**config.mk**
```make
export PLATFORM = sky130hd
export DESIGN_NAME = sram_1r1w_ecc_ctrl
export DESIGN_NICKNAME = d
export VERILOG_FILES = /design/src/rtl/sram_1r1w_ecc_ctrl.sv
export SDC_FILE = /design/constraint.sdc
export NUM_CORES = 1
export LEC_CHECK = 0
export CAP_MARGIN = 20
export CORE_AREA = 4 4 186 188
export DETAILED_ROUTE_END_ITERATION = 10
export DIE_AREA = 0 0 190 192
export MAX_ROUTING_LAYER = met4
export PLACE_DENSITY = 0.41
export SLEW_MARGIN = 25
export SYNTH_ARGS = -nofsm -noshare
export SYNTH_HDL_FRONTEND = slang
export SYNTH_SLANG_ARGS = --single-unit
```
**constraint.sdc**
```tcl
create_clock -name ce -period 17 [get_ports ce]
set_input_delay 5.1 -clock ce [delete_from_list [all_inputs] [get_ports ce]]
set_output_delay 5.1 -clock ce [all_outputs]
set_load 0.005 [all_outputs]
```
**src/rtl/sram_1r1w_ecc_ctrl.sv**
```systemverilog
// ============================================================================
// Module : sram_1r1w_ecc_ctrl
// Brief  : SECDED host controller and background scrubber for a 256x32 1R1W SRAM
// Rev    : 1.0
// ============================================================================
`timescale 1ns/1ps
`default_nettype none

module sram_1r1w_ecc_ctrl #(
  parameter int SCRUB_INTERVAL = 1024,
  parameter int CNT_W          = 16
) (
  input  logic             ce,
  input  logic             rst,
  input  logic             wr_valid,
  output logic             wr_ready,
  input  logic [7:0]       wr_addr,
  input  logic [25:0]      wr_data,
  input  logic             rd_valid,
  output logic             rd_ready,
  input  logic [7:0]       rd_addr,
  output logic             rsp_valid,
  output logic [25:0]      rsp_data,
  output logic             rsp_sbe,
  output logic             rsp_dbe,
  input  logic             scrub_en,
  output logic [CNT_W-1:0] sbe_cnt,
  output logic [CNT_W-1:0] dbe_cnt,
  output logic [7:0]       a1,
  output logic             csb1,
  output logic             oeb1,
  input  logic [31:0]      o1,
  output logic [7:0]       a2,
  output logic             csb2,
  output logic             web2,
  output logic [31:0]      i2
);

  localparam int              c_iw        = (SCRUB_INTERVAL > 1) ? $clog2(SCRUB_INTERVAL) : 1;
  localparam logic [c_iw-1:0] c_icnt_last = c_iw'(SCRUB_INTERVAL - 1);

  typedef enum logic [2:0] {
    S_WAIT = 3'd0,
    S_RD   = 3'd1,
    S_CHK  = 3'd2,
    S_WB   = 3'd3,
    S_NEXT = 3'd4
  } scrub_state_t;

  // Data fills non-power-of-two Hamming positions 3..31 in ascending order.
  function automatic logic [31:0] ecc_encode(input logic [25:0] d);
    logic [31:0] cw;
    logic        par;
    int          j;
    cw = '0;
    j  = 0;
    for (int p = 3; p < 32; p++) begin
      if ((p & (p - 1)) != 0) begin
        cw[p] = d[j];
        j++;
      end
    end
    for (int k = 0; k < 5; k++) begin
      par = 1'b0;
      for (int p = 3; p < 32; p++) begin
        if (((p >> k) & 1) != 0) par = par ^ cw[p];
      end
      cw[1 << k] = par;
    end
    cw[0] = ^cw[31:1];
    return cw;
  endfunction

  function automatic logic [25:0] ecc_extract(input logic [31:0] cw);
    logic [25:0] d;
    int          j;
    d = '0;
    j = 0;
    for (int p = 3; p < 32; p++) begin
      if ((p & (p - 1)) != 0) begin
        d[j] = cw[p];
        j++;
      end
    end
    return d;
  endfunction

  function automatic logic [CNT_W-1:0] sat_add(input logic [CNT_W-1:0] cnt, input logic [1:0] inc);
    logic [CNT_W:0] sum;
    sum = {1'b0, cnt} + {{(CNT_W-1){1'b0}}, inc};
    return sum[CNT_W] ? {CNT_W{1'b1}} : sum[CNT_W-1:0];
  endfunction

  scrub_state_t     r_state, w_state_nxt;
  logic [c_iw-1:0]  r_icnt, w_icnt_nxt;
  logic [7:0]       r_scrub_addr, w_saddr_nxt;
  logic [31:0]      r_scrub_cw, w_cw_nxt;
  logic             r_stale, w_stale_nxt;
  logic             r_ready;
  logic             r_rd_p1;
  logic             r_rsp_valid, r_rsp_sbe, r_rsp_dbe;
  logic [25:0]      r_rsp_data;
  logic [CNT_W-1:0] r_sbe_cnt, r_dbe_cnt;

  logic             w_wr_acc, w_rd_acc, w_wr_hit, w_chk;
  logic [4:0]       w_syn;
  logic             w_po, w_sbe, w_dbe;
  logic [31:0]      w_cor;
  logic [1:0]       w_sbe_inc, w_dbe_inc;

  assign w_wr_acc = wr_valid & r_ready;
  assign w_rd_acc = rd_valid & r_ready;
  assign w_wr_hit = w_wr_acc && (wr_addr == r_scrub_addr);
  assign w_chk    = (r_state == S_CHK);

  // Single decoder on O1: host and scrub reads never share a cycle on port 1.
  always_comb begin
    w_syn = '0;
    for (int p = 1; p < 32; p++) begin
      if (o1[p]) w_syn = w_syn ^ 5'(p);
    end
    w_po  = ^o1;
    w_cor = o1;
    if (w_po) w_cor[w_syn] = ~o1[w_syn];
  end

  assign w_sbe     = w_po;
  assign w_dbe     = ~w_po & (w_syn != 5'd0);
  assign w_sbe_inc = {1'b0, r_rd_p1 & w_sbe} + {1'b0, w_chk & w_sbe};
  assign w_dbe_inc = {1'b0, r_rd_p1 & w_dbe} + {1'b0, w_chk & w_dbe};

  // SRAM port drive: host first, scrubber only on idle host cycles.
  always_comb begin
    a1   = '0;
    csb1 = 1'b1;
    a2   = '0;
    csb2 = 1'b1;
    web2 = 1'b1;
    i2   = '0;
    if (!rst) begin
      if (w_rd_acc) begin
        a1   = rd_addr;
        csb1 = 1'b0;
      end else if (r_state == S_RD) begin
        a1   = r_scrub_addr;
        csb1 = 1'b0;
      end
      if (w_wr_acc) begin
        a2   = wr_addr;
        i2   = ecc_encode(wr_data);
        csb2 = 1'b0;
        web2 = 1'b0;
      end else if (r_state == S_WB && !wr_valid) begin
        a2   = r_scrub_addr;
        i2   = r_scrub_cw;
        csb2 = 1'b0;
        web2 = 1'b0;
      end
    end
  end

  always_comb begin
    w_state_nxt = r_state;
    w_icnt_nxt  = r_icnt;
    w_saddr_nxt = r_scrub_addr;
    w_cw_nxt    = r_scrub_cw;
    w_stale_nxt = r_stale;
    case (r_state)
      S_WAIT: begin
        if (scrub_en) begin
          if (r_icnt == c_icnt_last) begin
            w_icnt_nxt  = '0;
            w_state_nxt = S_RD;
          end else begin
            w_icnt_nxt = r_icnt + 1'b1;
          end
        end
      end
      S_RD: begin
        // A host write landing with the scrub read would make the read data stale.
        w_stale_nxt = w_wr_hit;
        if (!rd_valid) w_state_nxt = S_CHK;
      end
      S_CHK: begin
        w_cw_nxt = w_cor;
        if (w_wr_hit || r_stale) w_state_nxt = S_NEXT;
        else if (w_sbe)          w_state_nxt = S_WB;
        else                     w_state_nxt = S_NEXT;
      end
      S_WB: begin
        if (w_wr_hit || !wr_valid) w_state_nxt = S_NEXT;
      end
      S_NEXT: begin
        w_saddr_nxt = r_scrub_addr + 8'd1;
        w_state_nxt = S_WAIT;
      end
      default: w_state_nxt = S_WAIT;
    endcase
  end

  always_ff @(posedge ce) begin
    if (rst) begin
      r_ready      <= 1'b0;
      r_rd_p1      <= 1'b0;
      r_rsp_valid  <= 1'b0;
      r_rsp_data   <= '0;
      r_rsp_sbe    <= 1'b0;
      r_rsp_dbe    <= 1'b0;
      r_sbe_cnt    <= '0;
      r_dbe_cnt    <= '0;
      r_state      <= S_WAIT;
      r_icnt       <= '0;
      r_scrub_addr <= '0;
      r_scrub_cw   <= '0;
      r_stale      <= 1'b0;
    end else begin
      r_ready      <= 1'b1;
      r_rd_p1      <= w_rd_acc;
      r_rsp_valid  <= r_rd_p1;
      r_rsp_sbe    <= r_rd_p1 & w_sbe;
      r_rsp_dbe    <= r_rd_p1 & w_dbe;
      if (r_rd_p1) r_rsp_data <= ecc_extract(w_cor);
      r_sbe_cnt    <= sat_add(r_sbe_cnt, w_sbe_inc);
      r_dbe_cnt    <= sat_add(r_dbe_cnt, w_dbe_inc);
      r_state      <= w_state_nxt;
      r_icnt       <= w_icnt_nxt;
      r_scrub_addr <= w_saddr_nxt;
      r_scrub_cw   <= w_cw_nxt;
      r_stale      <= w_stale_nxt;
    end
  end

  assign wr_ready  = r_ready;
  assign rd_ready  = r_ready;
  assign rsp_valid = r_rsp_valid;
  assign rsp_data  = r_rsp_data;
  assign rsp_sbe   = r_rsp_sbe;
  assign rsp_dbe   = r_rsp_dbe;
  assign sbe_cnt   = r_sbe_cnt;
  assign dbe_cnt   = r_dbe_cnt;
  assign oeb1      = 1'b0;

endmodule

`default_nettype wire

```
; ---- Yosys cells after proc, flatten, opt, wreduce, memory -nomap -nowiden
; Cells that the tools add are included.
[classes]
add_sub_neg = 54
n_lt_le_gt_ge = 77
eq_ne = 10
n_mux = 565
n_bitwise = 112
n_reduce_logical = 37
[ops]
columns = op, n
row1 = $mux 32, 104
row2 = $lt 32x7->1 const B, 50
row3 = $add 32x2->32 const B, 48
row4 = $mux 26, 48
row5 = $ge 32x1->1 const B, 25
row6 = $bwmux 26, 25
row7 = $mux 1, 289
row8 = $bmux 1 s5, 26
row9 = $demux 1 s5, 26
row10 = $mux 5, 16
row11 = $xor 1x1->1, 73
row12 = $mux 8, 6
row13 = $add 16x2->17, 2
row14 = $bwmux 32, 1
row15 = $mux 16, 2
row16 = $mux 4, 8
row17 = $reduce_xor 32->1, 1
row18 = $reduce_xor 31->1, 1
row19 = $mux 3, 10
row20 = $not 3->3, 10
row21 = $logic_and 1x1->1, 28
row22 = $not 2->2, 10
row23 = $not 4->4, 5
row24 = $pmux 3 s4, 1
row25 = 24 further kinds, 40
[word_totals]
reg_bits = 117
inputBits = 79
output_inout_bits = 115

; ---- Longest topological paths before layout
; Gate-level depths: netlist of run 1.
[depth]
ltp_word = 138
mapped_depth = 18
mapped_depth_nobuf = 16

; ---- Worst setup path before layout of run 1
; OpenSTA, ideal clock, no wires.
[synth_timing]
path_kind = input-to-output
start = input wr_data[25]
end = output i2[0]
arrival_time_ns = 6.425
t_required_ns = 11.900
path_slack_ns = 5.475
stages = 8
cell_sequence = xor2_1 > xnor2_1 > xnor2_1 > xnor2_1 > xnor2_1 > xnor2_1 > nand2_1 > a21oi_1
[synth_via]
elab_chain_len = 53
[synth_rtl]
columns = item, line
row1 = from (decl), 18  ; input logic [25:0] wr_data,
row2 = $bmux 1 s5, 59  ; cw[p] = d[j];
row3 = $mux 1 (not written as such) (2 in series), 59
row4 = $mux 1, 148  ; if (w_wr_acc) begin
row5 = $mux 1, 140  ; if (!rst) begin
row6 = $xor 1x1->1, 66  ; if (((p >> k) & 1) != 0) par = par ^ cw[p];
row7 = $mux 1, 148
row8 = $mux 1, 140
row9 = $xor 1x1->1, 66
row10 = [... 36 more ...], n/a
row11 = $mux 1, 148
row12 = $mux 1, 140
row13 = $xor 1x1->1, 66
row14 = $mux 1, 148
row15 = $mux 1, 140
row16 = $reduce_xor 31->1 *, 70  ; cw[0] = ^cw[31:1];
row17 = $mux 32 *, 148
row18 = $mux 32 *, 140
row19 = to (decl), 36  ; output logic [31:0] i2
; Every way passes the cells marked *; elsewhere a longest branch is shown, timed or not. The select of a mux whose other input is x is not followed.

; ---- Final worst setup path of run 1
; Same ends and word-level chain as after synthesis.

==> impl_metrics.csv, run 1 <==
group,metric,value,unit
outcome,run_status,"finished clean",
worst_setup_path,timing_worst_setup_path_type,"primary input to output port",
synth,ys_warnings,0,
finish,area.growth.synth_to_final,37.0,%
worst_setup_path,worstPathMaxFanout,3,
detailed_routing,routed_vias,7600,
timing,fmaxAchievable,0.0783,GHz
placed_design,place_hpwl,22.9,mm
worst_setup_path,timing.critical_path.arrival,7.67,ns
timing,rsz0062_at_grt,"false",
clock_tree,cts_htree_levels,4,
timing,fin_worst_skew,0.00933,ns
timing,timing_max_transition_violations_final,0,
placed_design,port_buffers,192,
grt,grt_max_degree,61,
timing,timing.final.crit_period,12.77,ns
clock_tree,cts_sinks,117,
detailed_routing,avgRoutedWirePerCell,19.8,um
die,io_pins,194,
power,power.internal,682,uW
finish,area_taken_by_multi_input_logic_gates,5130,sq um
synth,postSynthCellCount,955,
worst_setup_path,worstPathRequired,11.90,ns
synth,count_of_flip_flops_with_a_built_in_enable_after_synthesis,0,
finish,fillCellCount,3499,
clock_tree,clockRootBuffer,"sky130_fd_sc_hd__clkbuf_16",
synth,syn-num-nets,1040,
die,start_util,0.235,
timing,max_slew_headroom,0.339,
detailed_routing,drt_drc_violations_left,0,
clock_tree,clk_latency,0.42,ns
flow_run,cap_viol_max_count,0,
finish,layout-drive-gt1-share,0.0765,
power,clockPowerShare,0.308,
power,combinationalPowerShare,0.446,
synth,yosys.cell_types.count,70,
detailed_routing,postRouteWirelength,31.1,mm
grt,vias_in_the_first_global_route,7412,
power,lkg_pwr,3.44,nW
clock_tree,tritoncts,"yes",
die,die-area,36500,sq um
clock_tree,cts-root-to-sink-buffers,2,
finish,fin_cells,1572,
clock_tree,postCtsSetupBuffers,0,
timing,timing.final.crit_share,0.751,
synth,synth_top_area_share,0.301,
synth,synth-main-ff-cell,"sky130_fd_sc_hd__dfxtp_1",
synth,synth.yosys.seq_area_share,0.301,
timing,setup_viol,0,
synth,synth.cell_area,7790,sq um
power,sequentialPowerShare,0.246,
grt,grt.overflow.total,0,
synth,post-synth-top-area-cell,"sky130_fd_sc_hd__dfxtp_1",
placed_design,numPlacedInstances,1541,
detailed_routing,ant_nets,0,
finish,antenna_cells_inserted,0,
finish,layout.nets,1197,
detailed_routing,drt-pass1-iter-count,5,
timing,finalSetupTns,0,ns
power,switching_power,483,uW
finish,area.sequential,2340,sq um
synth,synth-async-reset-ratio,0,
worst_setup_path,worst_setup_path_start_kind,"primary input",
power,irDropWorstVdd,70.8,uV
timing,worst_slew_pin_slew,0.989,ns
clock_tree,cts_resized,0,
detailed_routing,detail_route.iter0.violations,398,
synth,synth.ff_latch_count,117,
grt,antenna_found_initial,0,
synth,synth.area.top_cells,"sky130_fd_sc_hd__dfxtp_1 30%, sky130_fd_sc_hd__xnor2_1 12%, sky130_fd_sc_hd__nand2_1 6.5%",
power,netSwitchingFraction,0.414,
clock_tree,cts_hold_repair.buffers,0,
die,rows,67,
grt,grt_usage,0.171,
worst_setup_path,setup.worst_path.end_class,"output port",
die,die_h,192,um
die,floorplan.die.width,190,um
clock_tree,worst_setup_hold_path_clk_slew,0.06,ns
detailed_routing,post_drt_via_cell_ratio,4.83,
min_path,worstHoldPathType,"register to register",
clock_tree,cts_made_buffers,17,
placed_design,final_weighted_congestion_in_routability_driven_placement,0.827,
power,power_density,109,nW/um^2
timing,finalHoldViolCount,0,
die,fp.coreArea,33100,sq um
grt,first_pass_grt_wire_length,47.0,mm
synth,synth_area_per_cell,8.16,sq um
## critical path, cell delays in order
cell	delay, ns
sky130_fd_sc_hd__clkdlybuf4s50_1	0.53
sky130_fd_sc_hd__xor2_1	0.29
sky130_fd_sc_hd__xnor2_1	0.14
sky130_fd_sc_hd__xnor2_1	0.36
sky130_fd_sc_hd__xnor2_1	0.15
sky130_fd_sc_hd__xnor2_1	0.21
sky130_fd_sc_hd__xnor2_1	0.14
sky130_fd_sc_hd__nand2_1	0.06
sky130_fd_sc_hd__a21oi_1	0.17
sky130_fd_sc_hd__clkdlybuf4s50_1	0.52
## final timing paths
check	from	end	slack (ns)	cells past startpoint
setup / recovery	wr_data[25]	i2[0]	4.23	10
hold / removal	r_stale	r_stale	0.45	2
setup reg to reg	r_state[1]	sbe_cnt[0]	13.60	12
hold reg to reg	r_stale	r_stale	0.45	2
## state kept, by name (all words and copies together), names as in the netlist
name and cells:
r_scrub_addr 8, rsp_data 26, r_rd_p1 1, rsp_valid 1, sbe_cnt 16, rsp_sbe 1, r_state 3, r_icnt 10
r_stale 1, dbe_cnt 16, rd_ready 1, rsp_dbe 1, r_scrub_cw 32
## per-layer routing
| metal | up-vias | share of wire | track usage |
|---|---|---|---|
| met5 | - | 0 | - |
| met4 | 0 | 0.011 | 0.0339 |
| met3 | 19 | 0.066 | 0.0456 |
| met2 | 235 | 0.42 | 0.248 |
| met1 | 3607 | 0.50 | 0.240 |
| li1 | 3739 | - | - |
## kinds of logic (layout without fill, tap and decap cells)
logic type | after synthesis | count (layout) | share of synthesized area
multiplexers | 16 | 16 | 0.0284
flip-flops | 117 | 117 | 0.301
AND/OR/NAND/NOR | 337 | 337 | 0.196
AO/OA/AOI/OAI | 244 | 244 | 0.228
adder cells (fa/ha/maj) | 6 | 6 | 0.0116
other | 1 | 1 | 0.000481
XOR/XNOR | 155 | 155 | 0.191
buffers and inverters | 79 | 248 | 0.0438
## stage by stage
stage / utilization / total power [mW] / hold WS (ns) / area (sq um) / setup WS [ns]
3_5_place_dp: 0.305 / 0.812 / 0.449 / 10100 / 4.24
4_1_cts: 0.322 / 1.18 / 0.457 / 10700 / 4.22
2_1_floorplan: - / 0.661 / 0.432 / 7790 / 5.48
3_3_place_gp: 0.305 / 0.814 / 0.445 / 10100 / 4.27
5_1_grt: 0.322 / 1.23 / 0.483 / 10700 / 4.09
6_report: 0.322 / 1.17 / 0.454 / 10700 / 4.23
## cell type report
type                       instances  area share
clock buffer                      19      0.0424
clock inverter                    12      0.0122
inverter                          12     0.00422
multi-input combinational        759       0.480
sequential                       117       0.219
tap                              448      0.0525
timing repair buffer             205       0.189
## synthesized netlist by cell type, types with 8 or more instances
library cell and n:
sky130_fd_sc_hd__xor2_1 39, sky130_fd_sc_hd__nand2_1 135, sky130_fd_sc_hd__a21o_1 16, sky130_fd_sc_hd__o32ai_1 9, sky130_fd_sc_hd__a21oi_1 44, sky130_fd_sc_hd__nor2_1 84, sky130_fd_sc_hd__nand4_1 12, sky130_fd_sc_hd__or3_1 17
sky130_fd_sc_hd__clkbuf_1 55, sky130_fd_sc_hd__a32oi_1 12, sky130_fd_sc_hd__nand3_1 15, sky130_fd_sc_hd__xnor2_1 106, sky130_fd_sc_hd__a22o_1 8, sky130_fd_sc_hd__nor3_1 43, sky130_fd_sc_hd__o21ai_1 16, sky130_fd_sc_hd__o21ai_2 10
sky130_fd_sc_hd__o311ai_0 17, sky130_fd_sc_hd__dfxtp_1 117, sky130_fd_sc_hd__o21ai_0 23, sky130_fd_sc_hd__and3_1 8, sky130_fd_sc_hd__a22oi_1 33, sky130_fd_sc_hd__inv_1 11, sky130_fd_sc_hd__a2bb2oi_1 28
## power groups by stage
stage | Sequential [mW] | Clock (mW) | Combinational, mW
2_1_floorplan | 0.290 | 0 | 0.370
3_3_place_gp | 0.292 | 0 | 0.521
3_5_place_dp | 0.292 | 0 | 0.519
4_1_cts | 0.286 | 0.371 | 0.521
5_1_grt | 0.287 | 0.380 | 0.562
6_report | 0.286 | 0.359 | 0.520
## cells in the final DEF (no fill, tap or decap), types with 4 or more instances in the layout
cell and n:
sky130_fd_sc_hd__a22oi_1 33, sky130_fd_sc_hd__nor3_1 43, sky130_fd_sc_hd__xor2_1 39, sky130_fd_sc_hd__mux2i_1 6, sky130_fd_sc_hd__inv_1 11, sky130_fd_sc_hd__o22ai_1 4, sky130_fd_sc_hd__nand2_1 134, sky130_fd_sc_hd__clkbuf_16 17
sky130_fd_sc_hd__buf_4 14, sky130_fd_sc_hd__clkdlybuf4s50_1 191, sky130_fd_sc_hd__and3_1 8, sky130_fd_sc_hd__a32oi_1 12, sky130_fd_sc_hd__nor2_1 81, sky130_fd_sc_hd__o21ai_0 23, sky130_fd_sc_hd__xnor2_1 106, sky130_fd_sc_hd__o32ai_1 9
sky130_fd_sc_hd__o21ai_2 10, sky130_fd_sc_hd__a22o_1 8, sky130_fd_sc_hd__ha_1 4, sky130_fd_sc_hd__o21ai_1 16, sky130_fd_sc_hd__nand3_1 15, sky130_fd_sc_hd__a2bb2oi_1 28, sky130_fd_sc_hd__o32ai_2 5, sky130_fd_sc_hd__or3_1 17
sky130_fd_sc_hd__nand2b_1 5, sky130_fd_sc_hd__clkinvlp_4 5, sky130_fd_sc_hd__o311ai_0 17, sky130_fd_sc_hd__a21o_1 16, sky130_fd_sc_hd__dfxtp_1 117, sky130_fd_sc_hd__nand4_1 12, sky130_fd_sc_hd__o211ai_1 4, sky130_fd_sc_hd__mux2_2 6
sky130_fd_sc_hd__a21oi_1 44
Note: power is estimated with default switching activity, not from simulation.
==> inputs of run 2 (changes only) <==
==> constraint.sdc (replaced) <==
create_clock -name ce -period 12.3 [get_ports ce]
set_input_delay 3.69 -clock ce [delete_from_list [all_inputs] [get_ports ce]]
set_output_delay 3.69 -clock ce [all_outputs]
set_load 0.005 [all_outputs]
==> run 2 against run 1 <==
Net effect:
- via count increased by 0.57%
- clock skew is 0.0011 ns lower
- routed wire length is 0.38% higher
- sequential share of layout area decreased by 0.095 points
- highest routed layer unchanged
- critical endpoint unchanged
- largest cell class unchanged
- register-to-register slack got worse by 4.8 ns
- sequential cell count is the same
- first-iteration DRC count is 12% higher
- hold slack better by 0.0032 ns
- count of clock-buffer cells in the layout down 1
- sequential power grew 38%
- utilization grew 0.14 points
- non-clock buffer count did not move
==> impl_metrics.csv, run 2 (synthesis gave the netlist of run 1 again) <==
group,metric,value,unit
worst_setup_path,worst_r2r_path_depth,12,
detailed_routing,avgRoutedWirePerCell,19.9,um
placed_design,detailedPlace.worstSlack,2.38,ns
worst_setup_path,worst_setup_path_start_kind,"primary input",
die,io_pins,194,
placed_design,final_weighted_congestion_in_routability_driven_placement,0.840,
worst_setup_path,setup.reg_to_reg.worst_slack,8.85,ns
power,total_chip_power,1.65,mW
grt,grt_max_degree,61,
clock_tree,clockRootBuffer,"sky130_fd_sc_hd__clkbuf_16",
clock_tree,cts_resized,0,
timing,finalSetupTns,0,ns
power,lkg_pwr,3.47,nW
power,power_density,154,nW/um^2
finish,layout.nets,1197,
die,rows,67,
finish,layout_commonest_cell,"sky130_fd_sc_hd__clkdlybuf4s50_1",
worst_setup_path,worstPathMaxFanout,3,
timing,worst_slew_pin_slew,1.03,ns
placed_design,port_buffers,192,
timing,fin_worst_skew,0.00827,ns
worst_setup_path,crit_path_top_delay_cell,"sky130_fd_sc_hd__clkdlybuf4s50_1",
die,die-area,36500,sq um
timing,fmaxAchievable,0.101,GHz
timing,fin_hold_ws,0.457,ns
finish,layout-drive-gt1-share,0.0764,
clock_tree,worst_setup_hold_path_clk_slew,0.06,ns
detailed_routing,drt-pass1-iter-count,4,
finish,fin_cells,1573,
detailed_routing,postRouteWirelength,31.2,mm
clock_tree,postCtsSetupBuffers,0,
clock_tree,cts_made_buffers,17,
timing,rsz0062_at_grt,"false",
detailed_routing,post_drt_via_cell_ratio,4.86,
clock_tree,tritoncts,"yes",
finish,antenna_cells_inserted,0,
worst_setup_path,worstPathRequired,8.61,ns
min_path,timing.hold.worst_endpoint,"r_stale",
clock_tree,clk_latency,0.42,ns
die,start_util,0.235,
detailed_routing,drt_drc_violations_left,0,
grt,grt.overflow.total,0,
placed_design,numPlacedInstances,1541,
placed_design,place_hpwl,23.0,mm
worst_setup_path,cells_traversed_along_the_worst_timing_path,"clkdlybuf4s50_1 > xor2_1 > xnor2_1 > xnor2_1 > xnor2_1 > xnor2_1 > xnor2_1 > nand2_1 > a21oi_1 > clkdlybuf4s50_1",
finish,largest_register,"r_scrub_cw",
detailed_routing,ant_nets,0,
timing,setup_viol,0,
worst_setup_path,cp_slowest_stage_delay,0.53,ns
timing,timing.final.crit_period,9.93,ns
die,fp.coreArea,33100,sq um
clock_tree,cts_hold_repair.buffers,0,
grt,first_pass_grt_wire_length,47.1,mm
finish,area.growth.synth_to_final,37.6,%
detailed_routing,detail_route.iter0.violations,444,
worst_setup_path,timing.critical_path.arrival,6.24,ns
grt,antenna_found_initial,0,
detailed_routing,routed_vias,7643,
worst_setup_path,rr_endpoint,"sbe_cnt[1]",
clock_tree,cts-root-to-sink-buffers,2,
clock_tree,cts_htree_levels,4,
worst_setup_path,timing_worst_setup_path_type,"primary input to output port",
grt,grt_usage,0.171,
finish,layout_common_cells,"191 x sky130_fd_sc_hd__clkdlybuf4s50_1, 134 x sky130_fd_sc_hd__nand2_1, 117 x sky130_fd_sc_hd__dfxtp_1, 106 x sky130_fd_sc_hd__xnor2_1, 81 x sky130_fd_sc_hd__nor2_1",
power,irDropWorstVdd,93.1,uV
timing,timing_max_transition_violations_final,0,
finish,largest_register_ffs,32,
die,floorplan.die.width,190,um
worst_setup_path,regToRegStartpoint,"r_state[1]",
min_path,worstHoldPathType,"register to register",
outcome,run_status,"finished clean",
flow_run,cap_viol_max_count,0,
grt,vias_in_the_first_global_route,7569,
min_path,min_delay_path_depth,2,
worst_setup_path,cell_seen_most_often_among_critical_path_stages,"sky130_fd_sc_hd__xnor2_1",
timing,max_slew_headroom,0.315,
timing,fin_ws,2.37,ns
worst_setup_path,setup.worst_path.end_class,"output port",
timing,timing.final.crit_share,0.807,
die,die_h,192,um
timing,finalHoldViolCount,0,
clock_tree,cts_sinks,117,
min_path,worst_hold_startpoint,"r_stale",
==> run 2: changes by cell type in the layout (fill, tap and decap cells not counted) <==
cell                         delta
sky130_fd_sc_hd__clkinv_4       +3
sky130_fd_sc_hd__clkinvlp_4     -2
sky130_fd_sc_hd__inv_6          +1
sky130_fd_sc_hd__clkinv_2       -2
sky130_fd_sc_hd__clkbuf_1       +1
sky130_fd_sc_hd__bufinv_16      +2
sky130_fd_sc_hd__clkbuf_8       -2
==> run 2: layout make-up <==
type / instances / area [sq um]
tap: 448 / 561
fill: 3471 / 22400
clock inverter: 14 / 200
timing repair buffer: 205 / 2020
inverter: 12 / 45.0
clock buffer: 18 / 429
multi-input combinational: 759 / 5130
sequential: 117 / 2340
==> run 2: how the worst max path moves through the flow <==
stage,from,end,slack (ns),depth (start not counted)
3_3_place_gp,wr_data[25],i2[0],2.38,10
3_5_place_dp,wr_data[25],i2[0],2.38,10
6_report,wr_data[25],i2[0],2.37,10
2_1_floorplan,wr_data[25],i2[0],3.60,8
4_1_cts,wr_data[25],i2[0],2.36,10
5_1_grt,wr_data[25],i2[0],2.20,10
==> run 2: critical path, delay by kind of cell <==
| kind | cells | cell delay (ns) |
|---|---|---|
| AND/OR/NAND/NOR | 1 | 0.07 |
| AO/OA/AOI/OAI | 1 | 0.17 |
| buffers and inverters | 2 | 1.05 |
| XOR/XNOR | 6 | 1.26 |
==> run 2: routing by layer <==
layer,share of wire,wire length (um),global-route usage
met1,0.50,15500,0.240
met4,0.013,410,0.0392
met2,0.42,13200,0.250
met5,0,0,-
met3,0.068,2110,0.0409
==> run 2: through the flow <==
step | cell area (sq um) | util
6_report | 10700 | 0.324
5_1_grt | 10700 | 0.324
4_1_cts | 10700 | 0.324
3_5_place_dp | 10100 | 0.305
3_3_place_gp | 10100 | 0.305
2_1_floorplan | 7790 | -
==> run 2: power breakdown <==
part / internal (mW) / total (mW) / leakage (nW) / switching (mW)
sequential: 0.388 / 0.395 / 0.945 / 0.00774
clock: 0.341 / 0.539 / 0.297 / 0.197
combinational: 0.248 / 0.721 / 2.22 / 0.472
total: 0.977 / 1.65 / 3.47 / 0.677
